File: config.mk
export PLATFORM = sky130hd
export DESIGN_NAME = filt_accum
export DESIGN_NICKNAME = d
export VERILOG_FILES = /design/src/rtl/filt_accum.sv
export SDC_FILE = /design/constraint.sdc
export NUM_CORES = 1
export LEC_CHECK = 0
export CAP_MARGIN = 20
export CELL_PAD_IN_SITES_DETAIL_PLACEMENT = 1
export CELL_PAD_IN_SITES_GLOBAL_PLACEMENT = 2
export CORE_MARGIN = 2
export CORE_UTILIZATION = 32
export DETAILED_ROUTE_END_ITERATION = 8
export GPL_TIMING_DRIVEN = 1
export HOLD_SLACK_MARGIN = 0.06
export PLACE_DENSITY = 0.75
export SLEW_MARGIN = 25
export SYNTH_ARGS = -nofsm -noshare
export SYNTH_HDL_FRONTEND = slang
export SYNTH_SLANG_ARGS = --single-unit
File: constraint.sdc
create_clock -name clk -period 3.2 [get_ports clk]
set_clock_uncertainty 0.2 [all_clocks]
set_input_delay 0.48 -clock clk [delete_from_list [all_inputs] [get_ports clk]]
set_output_delay 0.48 -clock clk [all_outputs]
set_load 0.01 [all_outputs]
File: src/rtl/filt_accum.sv
// -----------------------------------------------------------------------------
// filt_accum
//   Window accumulator behind the signed pixel x coefficient multiplier.
//   Sums TAPS consecutive A(8,15) products, rounds half-up to an integer,
//   clips to the unsigned pixel range and emits one pixel per window with a
//   single-cycle valid strobe. There is no backpressure.
//
// Ports
//   clk        rising-edge clock
//   reset      asynchronous reset, active low
//   in_valid   in_data holds a valid product this cycle
//   in_data    signed product, A(PIX_BIT, COFCNT_BIT-1)
//   clr        synchronous abort of the partial window (beats in_valid)
//   pix_out    filtered pixel, U(PIX_BIT,0), holds between strobes
//   pix_valid  one-cycle strobe, pix_out/pix_sat are new
//   pix_sat    pix_out was clipped (qualified by pix_valid)
//   busy       a partial window is in progress (tap count != 0)
// -----------------------------------------------------------------------------
module filt_accum #(
    parameter int PIX_BIT    = 8,
    parameter int COFCNT_BIT = 16,
    parameter int TAPS       = 9,
    parameter int GUARD      = 4
) (
    input  logic                          clk,
    input  logic                          reset,
    input  logic                          in_valid,
    input  logic [COFCNT_BIT+PIX_BIT-1:0] in_data,
    input  logic                          clr,
    output logic [PIX_BIT-1:0]            pix_out,
    output logic                          pix_valid,
    output logic                          pix_sat,
    output logic                          busy
);

    localparam int IN_W  = COFCNT_BIT + PIX_BIT;
    localparam int ACC_W = IN_W + GUARD;
    localparam int FRAC  = COFCNT_BIT - 1;
    localparam int CNT_W = (TAPS > 1) ? $clog2(TAPS) : 1;

    localparam logic [CNT_W-1:0]        CNT_LAST = CNT_W'(TAPS - 1);
    // Half an output LSB, added before the shift for round-half-up.
    localparam logic signed [ACC_W-1:0] HALF     = ACC_W'(64'd1 << (FRAC - 1));
    localparam logic [PIX_BIT-1:0]      PIX_MAX  = '1;

    // Window phase is fully implied by the tap counter.
    typedef enum logic {
        ST_IDLE = 1'b0,
        ST_ACC  = 1'b1
    } state_e;

    logic [CNT_W-1:0]        cnt_q,       cnt_d;
    logic signed [ACC_W-1:0] acc_q,       acc_d;
    logic [PIX_BIT-1:0]      pix_out_q,   pix_out_d;
    logic                    pix_valid_q, pix_valid_d;
    logic                    pix_sat_q,   pix_sat_d;

    state_e                  state;
    logic                    last_tap;
    logic signed [ACC_W-1:0] in_ext;
    logic signed [ACC_W-1:0] sum;
    logic signed [ACC_W-1:0] rnd;
    logic signed [ACC_W-1:0] r;
    logic                    r_neg;
    logic                    r_over;

    assign state    = (cnt_q == '0) ? ST_IDLE : ST_ACC;
    assign last_tap = (cnt_q == CNT_LAST);

    // Datapath for the closing tap. GUARD bits make overflow impossible for
    // TAPS full-scale products, so the rounding add can stay in ACC_W bits.
    assign in_ext = {{GUARD{in_data[IN_W-1]}}, in_data};
    assign sum    = acc_q + in_ext;
    assign rnd    = sum + HALF;
    assign r      = rnd >>> FRAC;
    assign r_neg  = r[ACC_W-1];
    assign r_over = !r_neg && (r[ACC_W-1:PIX_BIT] != '0);

    always_comb begin
        cnt_d       = cnt_q;
        acc_d       = acc_q;
        pix_out_d   = pix_out_q;
        pix_sat_d   = pix_sat_q;
        pix_valid_d = 1'b0;

        if (clr) begin
            // Abort drops any coincident product, last tap included.
            cnt_d = '0;
            acc_d = '0;
        end else if (in_valid) begin
            if (last_tap) begin
                cnt_d       = '0;
                acc_d       = '0;
                pix_valid_d = 1'b1;
                if (r_neg) begin
                    pix_out_d = '0;
                    pix_sat_d = 1'b1;
                end else if (r_over) begin
                    pix_out_d = PIX_MAX;
                    pix_sat_d = 1'b1;
                end else begin
                    pix_out_d = r[PIX_BIT-1:0];
                    pix_sat_d = 1'b0;
                end
            end else begin
                cnt_d = cnt_q + CNT_W'(1);
                acc_d = sum;
            end
        end
    end

    always_ff @(posedge clk or negedge reset) begin
        if (!reset) begin
            cnt_q       <= '0;
            acc_q       <= '0;
            pix_out_q   <= '0;
            pix_valid_q <= 1'b0;
            pix_sat_q   <= 1'b0;
        end else begin
            cnt_q       <= cnt_d;
            acc_q       <= acc_d;
            pix_out_q   <= pix_out_d;
            pix_valid_q <= pix_valid_d;
            pix_sat_q   <= pix_sat_d;
        end
    end

    assign pix_out   = pix_out_q;
    assign pix_valid = pix_valid_q;
    assign pix_sat   = pix_sat_q;
    assign busy      = (state == ST_ACC);

endmodule

==> flow_summary.yaml <==
timing:
  layout_setup_ws_ns: -0.3892
  fin_crit_sh_pct: 112.2
  period_needed_ns: 3.589
  setup_violations: 9
  timing_hold_violations_final: 0
  grt_setup_unrepaired: "yes"
  holdWs_ns: 0.2951
  slew_headroom_pct: 45.46
  max_freq_ghz: 0.2786
  final_max_slew_viol_count: 0
  worst_pin_slew_ns: 0.8161
finish:
  drive_gt1_share_pct: 41.04
  fin_util_pct: 51.98
  nets: 633
  n_antenna_cell: 0
  area_delta_synth_final_pct: 56.70
flow_run:
  maxCapViolations: 0
global_route:
  antenna_found_initial: 0
  grt_pass1_vias: 4148
  grt_max_degree: 43
  grt_pass1_wl_mm: 21.70
  grt_usage_pct: 21.92
  grt_overflow: 0
critical_path:
  startpoint_type: "flip-flop"
  critPathMaxFanout: 5
  arrival_ns: 3.58
  crit_start: "acc_q[0]$_DFFE_PN0P_"
  r2r_start: "acc_q[0]$_DFFE_PN0P_"
  path_class: "flip-flop to flip-flop"
  crit_required_ns: 3.19
  crit_path_end_kind: "flip-flop"
  r2r_cells: 13
yosys:
  synth_seq_area_share_pct: 28.85
  ys_top_cells_by_count: "61 x nand2_1, 42 x dfrtp_1, 34 x a21oi_1"
  synth.most_common_cell: "nand2_1"
  yosysTopAreaCell: "dfrtp_1"
  synth_area_leaders: "dfrtp_1 29%, ha_1 10%, nand2_1 6.3%"
  synth_edf_count: 0
  synth-seq-cells: 42
  syn_avg_cell_area_um2: 8.996
  syn_area_mm2: 0.003643
  ys_types: 72
  syn_inst: 405
  async_flop_share_pct: 100.0
  synth_top_cell_area_share_pct: 28.85
  ys_warn_count: 0
  synth_ff_type: "dfrtp_1"
  synth_nets: 464
die:
  dieHeight_um: 110.7
  dieArea_mm2: 0.01226
  core_area_mm2: 0.01098
  die_w_um: 110.7
  rows: 38
  initial_core_util_pct: 33.17
  ioPinCount: 39
clock_network:
  clk_pin_slew_ns: 0.07
  clockBufferDepth: 2
  cts_tree: "built"
  clock_sinks: 42
  root_buffer: "clkbuf_16"
  htreeDepth: 2
  numCtsBuffers: 5
  insertion_delay_ns: 0.30
worst_hold_path:
  min_from: "pix_out[5]$_DFFE_PN0P_"
  hold_depth: 2
  hold_class: "flip-flop to flip-flop"
pwr:
  power_mw: 2.998
  p_leak_nw: 2.547
  max-vdd-ir-drop_mv: 0.2811
  cellPowerDensity_mw_per_mm2: 525.1
routing:
  wire_per_inst_um: 18.45
  drtPass1Iterations: 4
  drc_errors: 0
  drtIter0Drc: 114
  vias_per_cell: 5.299
  wirelength_mm: 13.19
  via_count: 3789
  ant_nets: 0
placed_design:
  dp_hpwl_mm: 9.671
  gp_congestion: 0.9132
  portBuffers: 38
run_status:
  status: "complete, but fails checks"
  violations: "negative setup slack"
-- power by group --
group	total, mW	internal (mW)	switching [mW]
logic	1.80	0.924	0.881
clock network	0.553	0.294	0.258
registers	0.640	0.588	0.0523
-- path summary, 6_finish.rpt --
check | end | slack, ns
worst max register to register | pix_sat$_DFFE_PN0P_ | -0.39
max in group asynchronous | acc_q[14]$_DFFE_PN0P_ | 1.88
worst max-delay path | pix_sat$_DFFE_PN0P_ | -0.39
worst min-delay path | pix_out[5]$_DFFE_PN0P_ | 0.30
min in group asynchronous | acc_q[21]$_DFFE_PN0P_ | 0.51
worst min register to register | pix_out[5]$_DFFE_PN0P_ | 0.30
-- per-layer routing --
metal  up-vias  GRT usage [%]  wire (µm)
li1       1834              -          -
met1      1885          25.76       5577
met2        50          40.90       6989
met3        20          3.718        307
met4         0          5.917        315
met5         -              0          0
-- metrics by stage --
step	worst slack (ns)	std cells	TNS [ns]	area, µm²
final	-0.3892	715	-3.061	5709
after global routing	-0.5382	715	-4.630	5709
after CTS	-0.3460	710	-2.481	5624
after detailed placement	-0.9639	688	-11.05	5045
after global placement	-0.8521	688	-8.727	5045
after floorplan	-0.2118	405	-1.743	3659
-- critical path: stages, from the launching register on --
cell and delay (ns):
dfrtp_1 0.41, ha_4 0.18, fa_2 0.35, a211oi_2 0.26
o211ai_1 0.16, buf_4 0.17, a221oi_4 0.29, xor2_2 0.15
nor3b_4 0.28, nand4b_1 0.25, nor4_4 0.33, a32oi_4 0.13
and2_4 0.17, o22a_1 0.15
-- cell usage in the layout (no fill, tap or decap), types with 6 or more instances in the layout --
master / n
buf_4: 141
nand2_1: 59
dfrtp_1: 42
o21ai_0: 30
clkdlybuf4s50_1: 30
a21oi_1: 25
ha_1: 15
ha_4: 14
nor2_1: 13
xor2_1: 13
a21oi_2: 12
o21ai_1: 12
a22o_1: 12
xnor2_1: 11
nand4_1: 9
a21o_1: 9
inv_1: 8
dlygate4sd2_1: 6
-- registers in the layout, summed over array words and instances (netlist names) --
signal,count
pix_out,8
cnt_q,4
pix_sat,1
pix_valid,1
acc_q,28
-- layout make-up --
cell class                      count  area, µm²
Sequential cell                    42       1051
Clock inverter                      3      25.02
Fill cell                        1274       5274
Multi-Input combinational cell    338       2872
Timing Repair Buffer              179       1431
Inverter                            8      30.03
Tap cell                          140      175.2
Clock buffer                        5      125.1
-- kinds of logic (layout without fill, tap and decap cells) --
| family | count (synthesis) | after routing | synth area share [%] |
|---|---|---|---|
| flip-flops | 42 | 42 | 28.85 |
| buffers and inverters | 26 | 195 | 3.297 |
| AO/OA/AOI/OAI | 136 | 137 | 27.47 |
| adder cells (fa/ha/maj) | 31 | 31 | 10.85 |
| multiplexers | 2 | 2 | 0.5495 |
| XOR/XNOR | 31 | 31 | 8.070 |
| AND/OR/NAND/NOR | 137 | 137 | 20.91 |
-- what timing repair did --
item	4_1_cts	5_1_grt
pin swaps	36	13
setup endpoints to repair	12	11
endpoints found under the hold margin	0	42
hold buffers	0	1
gates cloned	1	0
buffers inserted	13	4
gates resized for setup	59	5
(Power assumes the default switching activity.)
